## config.mk

```make
export PLATFORM = sky130hd
export DESIGN_NAME = pipe_ctrl_flat
export DESIGN_NICKNAME = d
export VERILOG_FILES = /design/src/rtl/pipe_ctrl_if.sv /design/src/rtl/pipe_ctrl.sv /design/src/flat_wrapper.sv
export SDC_FILE = /design/constraint.sdc
export NUM_CORES = 1
export LEC_CHECK = 0
export BUFFER_PORTS_ARGS = -buffer_cell sky130_fd_sc_hd__buf_2
export CORE_UTILIZATION = 35
export CTS_CLUSTER_DIAMETER = 60
export DETAILED_ROUTE_END_ITERATION = 6
export GPL_ROUTABILITY_DRIVEN = 0
export PLACE_DENSITY = 0.69
export SYNTH_ARGS = -nofsm -noshare
export SYNTH_HDL_FRONTEND = slang
export SYNTH_SLANG_ARGS = --single-unit
```

## constraint.sdc

```tcl
create_clock -name clk -period 3.51 [get_ports clk]
set_clock_uncertainty 0.1 [all_clocks]
set_input_delay 0.702 -clock clk [delete_from_list [all_inputs] [get_ports clk]]
set_output_delay 0.702 -clock clk [all_outputs]
set_load 0.01 [all_outputs]
```

## src/rtl/pipe_ctrl_if.sv

```systemverilog
// Pipeline sequencer bundle: stall/redirect requests from the stages and
// the stall vector, PC redirect and perf counter returned to them.
interface pipe_ctrl_if #(
    parameter int ADDR_W = 32,
    parameter int CNT_W  = 32
);
    logic              if_stall_req;
    logic              id_stall_req;
    logic              ex_stall_req;
    logic              mem_stall_req;
    logic              jump_i;
    logic [ADDR_W-1:0] jpc_i;
    logic              perf_clr;
    logic [5:0]        stall_o;
    logic              flush_o;
    logic              pc_we_o;
    logic [ADDR_W-1:0] pc_new_o;
    logic              redir_pend_o;
    logic [CNT_W-1:0]  stall_cnt_o;

    modport master (
        output if_stall_req, id_stall_req, ex_stall_req, mem_stall_req,
        output jump_i, jpc_i, perf_clr,
        input  stall_o, flush_o, pc_we_o, pc_new_o, redir_pend_o, stall_cnt_o
    );

    modport slave (
        input  if_stall_req, id_stall_req, ex_stall_req, mem_stall_req,
        input  jump_i, jpc_i, perf_clr,
        output stall_o, flush_o, pc_we_o, pc_new_o, redir_pend_o, stall_cnt_o
    );
endinterface

```

## src/rtl/pipe_ctrl.sv

```systemverilog
// Pipeline sequencer for the 5-stage RV32I core: stall vector merge, ID redirect
// arbitration against outstanding fetches, and a saturating stall-cycle counter.
module pipe_ctrl #(
    parameter int ADDR_W = 32,
    parameter int CNT_W  = 32
) (
    input  logic      clk,
    input  logic      rst,
    pipe_ctrl_if.slave bus
);
    typedef enum logic [0:0] {
        ST_RUN  = 1'b0,
        ST_WAIT = 1'b1
    } state_t;

    state_t            r_state;
    logic [ADDR_W-1:0] r_target;
    logic [CNT_W-1:0]  r_cnt;

    logic [5:0]        w_stall;
    logic              w_accept;
    logic              w_pc_we;
    logic              w_flush;
    logic [ADDR_W-1:0] w_pc_new;

    // Stall vector: the most downstream requesting stage freezes itself and everything upstream.
    always_comb begin
        w_stall = 6'b000000;
        if (rst) begin
            w_stall = 6'b000000;
        end else if (bus.mem_stall_req) begin
            w_stall = 6'b011111;
        end else if (bus.ex_stall_req) begin
            w_stall = 6'b001111;
        end else if (bus.id_stall_req) begin
            w_stall = 6'b000111;
        end else if (bus.if_stall_req) begin
            w_stall = 6'b000011;
        end else begin
            w_stall = 6'b000000;
        end
    end

    // A held ID stage re-presents its jump next cycle, so only an advancing ID is accepted.
    assign w_accept = !rst && (r_state == ST_RUN) && bus.jump_i && !w_stall[2];

    // Redirect outputs: fire now if the fetch port is free, else from the latched target later.
    always_comb begin
        w_pc_we  = 1'b0;
        w_flush  = 1'b0;
        w_pc_new = {ADDR_W{1'b0}};
        if (rst) begin
            w_pc_we  = 1'b0;
            w_flush  = 1'b0;
            w_pc_new = {ADDR_W{1'b0}};
        end else if (r_state == ST_WAIT) begin
            if (!bus.if_stall_req) begin
                w_pc_we  = 1'b1;
                w_flush  = 1'b1;
                w_pc_new = r_target;
            end else begin
                w_pc_we  = 1'b0;
                w_flush  = 1'b0;
                w_pc_new = {ADDR_W{1'b0}};
            end
        end else if (w_accept && !bus.if_stall_req) begin
            w_pc_we  = 1'b1;
            w_flush  = 1'b1;
            w_pc_new = bus.jpc_i;
        end else begin
            w_pc_we  = 1'b0;
            w_flush  = 1'b0;
            w_pc_new = {ADDR_W{1'b0}};
        end
    end

    // Redirect FSM; reset drops any pending target.
    always_ff @(posedge clk) begin
        if (rst) begin
            r_state  <= ST_RUN;
            r_target <= {ADDR_W{1'b0}};
        end else begin
            case (r_state)
                ST_RUN: begin
                    if (w_accept && bus.if_stall_req) begin
                        r_target <= bus.jpc_i;
                        r_state  <= ST_WAIT;
                    end else begin
                        r_state  <= ST_RUN;
                    end
                end
                ST_WAIT: begin
                    if (!bus.if_stall_req) begin
                        r_state <= ST_RUN;
                    end else begin
                        r_state <= ST_WAIT;
                    end
                end
                default: begin
                    r_state  <= ST_RUN;
                    r_target <= {ADDR_W{1'b0}};
                end
            endcase
        end
    end

    // Saturating count of cycles with the PC held; clear wins over increment.
    always_ff @(posedge clk) begin
        if (rst) begin
            r_cnt <= {CNT_W{1'b0}};
        end else if (bus.perf_clr) begin
            r_cnt <= {CNT_W{1'b0}};
        end else if (w_stall[0] && (r_cnt != {CNT_W{1'b1}})) begin
            r_cnt <= r_cnt + {{(CNT_W-1){1'b0}}, 1'b1};
        end else begin
            r_cnt <= r_cnt;
        end
    end

    assign bus.stall_o      = w_stall;
    assign bus.flush_o      = w_flush;
    assign bus.pc_we_o      = w_pc_we;
    assign bus.pc_new_o     = w_pc_new;
    assign bus.redir_pend_o = !rst && (r_state == ST_WAIT);
    assign bus.stall_cnt_o  = r_cnt;
endmodule

```

## src/flat_wrapper.sv

```systemverilog
// flat-port wrapper written by rule: the top's interface ports become plain ports
module pipe_ctrl_flat 
#(
    parameter int ADDR_W = 32,
    parameter int CNT_W  = 32
)
  (clk, rst, bus_if_stall_req, bus_id_stall_req, bus_ex_stall_req, bus_mem_stall_req, bus_jump_i, bus_jpc_i, bus_perf_clr, bus_stall_o, bus_flush_o, bus_pc_we_o, bus_pc_new_o, bus_redir_pend_o, bus_stall_cnt_o);
  pipe_ctrl_if #(.ADDR_W(ADDR_W), .CNT_W(CNT_W)) bus_i ();
  input  logic clk;
  input  logic rst;
  input wire logic [$bits(bus_i.if_stall_req)-1:0] bus_if_stall_req;
  input wire logic [$bits(bus_i.id_stall_req)-1:0] bus_id_stall_req;
  input wire logic [$bits(bus_i.ex_stall_req)-1:0] bus_ex_stall_req;
  input wire logic [$bits(bus_i.mem_stall_req)-1:0] bus_mem_stall_req;
  input wire logic [$bits(bus_i.jump_i)-1:0] bus_jump_i;
  input wire logic [$bits(bus_i.jpc_i)-1:0] bus_jpc_i;
  input wire logic [$bits(bus_i.perf_clr)-1:0] bus_perf_clr;
  output wire logic [$bits(bus_i.stall_o)-1:0] bus_stall_o;
  output wire logic [$bits(bus_i.flush_o)-1:0] bus_flush_o;
  output wire logic [$bits(bus_i.pc_we_o)-1:0] bus_pc_we_o;
  output wire logic [$bits(bus_i.pc_new_o)-1:0] bus_pc_new_o;
  output wire logic [$bits(bus_i.redir_pend_o)-1:0] bus_redir_pend_o;
  output wire logic [$bits(bus_i.stall_cnt_o)-1:0] bus_stall_cnt_o;
  assign bus_i.if_stall_req = bus_if_stall_req;
  assign bus_i.id_stall_req = bus_id_stall_req;
  assign bus_i.ex_stall_req = bus_ex_stall_req;
  assign bus_i.mem_stall_req = bus_mem_stall_req;
  assign bus_i.jump_i = bus_jump_i;
  assign bus_i.jpc_i = bus_jpc_i;
  assign bus_i.perf_clr = bus_perf_clr;
  assign bus_stall_o = bus_i.stall_o;
  assign bus_flush_o = bus_i.flush_o;
  assign bus_pc_we_o = bus_i.pc_we_o;
  assign bus_pc_new_o = bus_i.pc_new_o;
  assign bus_redir_pend_o = bus_i.redir_pend_o;
  assign bus_stall_cnt_o = bus_i.stall_cnt_o;
  pipe_ctrl #(.ADDR_W(ADDR_W), .CNT_W(CNT_W)) u_core (.clk(clk), .rst(rst), .bus(bus_i));
endmodule
```

Word-level counts from Yosys, hierarchy flattened
Cells that the tools add are included.

Register bits after elaboration: 65. Output and inout bits: 73. Logic and storage cells: 34.

$add $sub $neg: 1. Equal/unequal tests: 1. Muxes and demuxes: 16. Bitwise logic cells: 1. Reductions and logical operators: 12.

Operators with widths (count): $mux 32 (4); $add 32x1->32 const B (1); $ne 32x32->1 const B (1); $mux 6 (4); $logic_and 1x1->1 (7); $mux 1 (6); $logic_not 1->1 (3); $mux 2 (1); $pmux 1 s2 (1); $reduce_and 2->1 (1); $reduce_or 2->1 (1); $not 1->1 (1).

Longest topological paths before layout
Word-level depth: 11. Depth in mapped cells: 8. Depth with buffers taken out: 6.

Worst setup path before layout
No wires, ideal clock.

Kind: input port to output port. From: input rst. To: output bus_pc_new_o[10]. Data arrival time: 1.899 ns. Setup slack: 0.809 ns. Stages: 6. Cells stage by stage: clkbuf_1 > nor2b_1 > and2_1 > clkbuf_1 > clkbuf_1 > a22o_1.

Longest elaborated chain between the ends: 8.

RTL lines: from (decl) (line flat_wrapper.sv:10) `input logic rst;`; $logic_not 1->1 (line pipe_ctrl.sv:45) `assign w_accept = !rst && (r_state == ST_RUN) && bus.jump_i && !w_stall[2];`; $logic_and 1x1->1 (3 in a row) (line pipe_ctrl.sv:45); $logic_and 1x1->1 (line pipe_ctrl.sv:66) `end else if (w_accept && !bus.if_stall_req) begin`; $mux 32 (line pipe_ctrl.sv:66); $mux 32 (line pipe_ctrl.sv:56) `end else if (r_state == ST_WAIT) begin`; $mux 32 * (line pipe_ctrl.sv:52) `if (rst) begin`; to (decl) (line flat_wrapper.sv:21) `output wire logic [$bits(bus_i.pc_new_o)-1:0] bus_pc_new_o;`.

Every way passes the cells marked *; elsewhere a longest branch is shown, timed or not.

Final worst setup path
From: input bus_mem_stall_req. To: output bus_pc_new_o[11].

Longest elaborated chain between the ends: 8.

RTL lines: from (decl) (line flat_wrapper.sv:14) `input wire logic [$bits(bus_i.mem_stall_req)-1:0] bus_mem_stall_req;`; $mux 6 (line pipe_ctrl.sv:31) `end else if (bus.mem_stall_req) begin`; $mux 6 (line pipe_ctrl.sv:29) `if (rst) begin`; $logic_not 1->1 (line pipe_ctrl.sv:45); $logic_and 1x1->1 (line pipe_ctrl.sv:45); $logic_and 1x1->1 (line pipe_ctrl.sv:66); $mux 32 (line pipe_ctrl.sv:66); $mux 32 (line pipe_ctrl.sv:56); $mux 32 (line pipe_ctrl.sv:52).

Every way passes these cells.

==> results by group <==
Global route
  – First-pass GRT wire length: 14.0 mm
  – Initial antenna violation count: 0
  – Largest net degree at the start of global routing: 38
  – Via count of the first global-routing pass: 2981
  – Gr usage total: 17.6%
  – Grt total ovfl: 0

Floorplanning
  – Die width: 98.1 um
  – # IOs: 113
  – Die Footprint: 9630 um^2
  – DIE HEIGHT: 98.1 um
  – Area of the core: 8850 um^2
  – Row count: 34
  – Initial Util: 36.6%

Power and ir drop
  – Switching share of power: 23.1%
  – Clk pwr share: 43.3%
  – P_sw: 0.335 mW
  – P_leak: 1.62 nW
  – Seq pwr share: 51.2%
  – Power density over the cells: 359 nW/um^2
  – Comb pwr share: 5.5%
  – P_int: 1.12 mW
  – Maximum VDD drop: 0.207 mV

Timing
  – Period utilisation layout: 82.5%
  – Fmax: 345 MHz
  – Slew headroom: 31.0%
  – Tmin final: 2.90 ns
  – RSZ-0062 raised after global routing: no
  – WHS: 0.356 ns
  – Final setup violation count: 0
  – Pins Over Slew Limit: 0
  – TNS Setup: 0 ns
  – Tightest Pin Transition: 1.03 ns
  – Hold Vio Cnt, Final: 0

Clocking
  – # Post-CTS Setup Buffers: 0
  – TritonCTS sink count: 65
  – Root buf cell: clkbuf_8
  – Clk buf depth: 2
  – Cts-stage hold buffer count: 0
  – Resize count post-CTS: 0
  – CTS clock-pin slew for the worst setup and hold paths: 0.06 ns
  – Clock Latency Late Sink: 0.34 ns
  – CTS H-tree depth: 3
  – CTS tree: yes
  – Cts bufs inserted: 9

Yosys
  – YS warnings: 0
  – Synth cell types: 45
  – Seq/Total Area, Yosys: 40.2%
  – Top cell type's share of synthesized area: 40.2%
  – Post-Syn Area per Cell: 7.91 um^2
  – Post-Syn Area: 3230 um^2
  – Ys async rst share: 0%
  – Net Count, Synth: 450
  – Count of flip-flops with a built-in enable after synthesis: 0
  – Largest area contributor in the netlist: dfxtp_1
  – Synth top area cells: dfxtp_1, nand2_1, a22o_1
  – Top_reg_cell synth: dfxtp_1
  – Gate Count Post-Synth: 409
  – Register bit count reported by yosys: 65

Route
  – Vias per inst: 5.50
  – WL met1: 3.98 mm
  – Final WL: 8.54 mm
  – Drt first pass iters: 6
  – Highest Signal Layer: met4
  – Via count: 3408
  – WL met2: 3.97 mm
  – WL/cell: 13.8 um
  – Met3 wire len: 460 um
  – Routed Antenna Nets: 0
  – 1st-iter DRT viols: 131
  – Number of remaining DRC errors: 8

Critical path
  – Crit-path cells: buf_2, nor3_1, nand3_1, nor2_2, buf_4, a22o_1, buf_2
  – Crit path kind: input port to primary output
  – Startpoint type of the worst setup path: input port
  – Cell seen most often among critical-path stages: buf_2
  – CP Max Fanout: 32
  – Slowest CP cell: buf_4
  – Critical path data required time: 2.71 ns
  – R2R setup slack: 1.21 ns
  – Worst endpoint data arrival time: 2.10 ns
  – Slowest stage delay, CP: 0.32 ns
  – Worst Setup End Kind: primary output

Placement
  – Post-DP HPWL: 5.98 mm
  – Port bufs: 111

Status
  – Status: finished with violations
  – Failing checks: DRC

Cells and area
  – Final core utilization: 45.7%
  – # diodes: 0
  – Layout Nets: 548
  – Area Growth Syn to Fin: 24.9%
  – Layout cells sized above 1: 27.9%

Min path
  – Worst Hold Class: flop to flop

Job
  – MaxCap Viol Count: 0
## kinds of logic after synthesis
| logic type | synth area share, % |
|---|---|
| flops | 40.2 |
| fa+ha+maj | 0.387 |
| compound gates | 24.6 |
| mux | 0.928 |
| simple gates | 28.5 |
| buf+inv | 4.41 |
| other cells | 0.116 |
| xor+xnor | 0.813 |
## routing by layer
metal | global-route usage, % | up-vias
met1 | 23.2 | 1611
met5 | 0 | -
met3 | 3.36 | 11
met2 | 28.1 | 96
met4 | 7.35 | 0
li1 | - | 1690
## cell usage in the layout (no fill, tap or decap), drive strengths merged, types with 11 or more instances in the layout
master	instances
nand3	15
dfxtp	65
a22o	32
buf	116
nor2	14
clkbuf	11
o21ai	13
nand2	84
a21oi	54
or3	19
## path summary, 6_finish.rpt
check,start,end,cells past startpoint
setup / recovery,bus_mem_stall_req,bus_pc_new_o[11],7
hold reg to reg,u_core.r_target[29],u_core.r_target[29],2
setup reg to reg,u_core.bus.stall_cnt_o[25],u_core.bus.stall_cnt_o[17],5
hold / removal,u_core.r_target[29],u_core.r_target[29],2
## registers in the layout (all words and copies together), names as in the netlist
register,flops
u_core.bus.stall_cnt_o,32
u_core.r_target,32
u_core.r_state,1
## critical path: cells and delay by family
kind | cells | cell delay [ns]
AOI/OAI and AO/OA | 1 | 0.21
buffers and inverters | 3 | 0.57
and+or+nand+nor | 3 | 0.60
## synth_stat cells, drive strengths merged, types with 3 or more instances
library cell  count
and3              6
or4               9
or2               3
and4              4
nand2            84
or3              19
nor2             14
nand3            15
nand4            10
dfxtp            65
a21oi            54
o31ai            10
a22o             32
inv               5
nor3             10
mux2i             3
buf               8
clkbuf           21
o21ai            13
## final cells by class
class / instances / area, um^2
Tap cell: 108 / 135
Sequential cell: 65 / 1300
Clock buffer: 11 / 141
Inverter: 5 / 18.8
Clock inverter: 5 / 55.1
Multi-Input combinational cell: 310 / 1800
Timing Repair Buffer: 116 / 593
Fill cell: 897 / 4810
## power groups by stage
stage	combinational [mW]	clock, mW	sequential (mW)
floorplan	0.0377	0	0.760
global placement	0.0790	0	0.760
detailed placement	0.0801	0	0.760
CTS	0.0803	0.651	0.743
global route	0.0889	0.681	0.743
finish	0.0798	0.629	0.743
## through the flow
| step | instances | area, um^2 | worst slack [ns] | power [mW] |
|---|---|---|---|---|
| 5_1_grt | 620 | 4040 | 0.470 | 1.51 |
| 3_5_place_dp | 604 | 3840 | 0.623 | 0.840 |
| 6_report | 620 | 4040 | 0.613 | 1.45 |
| 2_1_floorplan | 409 | 3230 | 0.809 | 0.797 |
| 3_3_place_gp | 604 | 3840 | 0.695 | 0.839 |
| 4_1_cts | 620 | 4040 | 0.622 | 1.47 |
No activity file was read; power rests on OpenSTA's default activity.
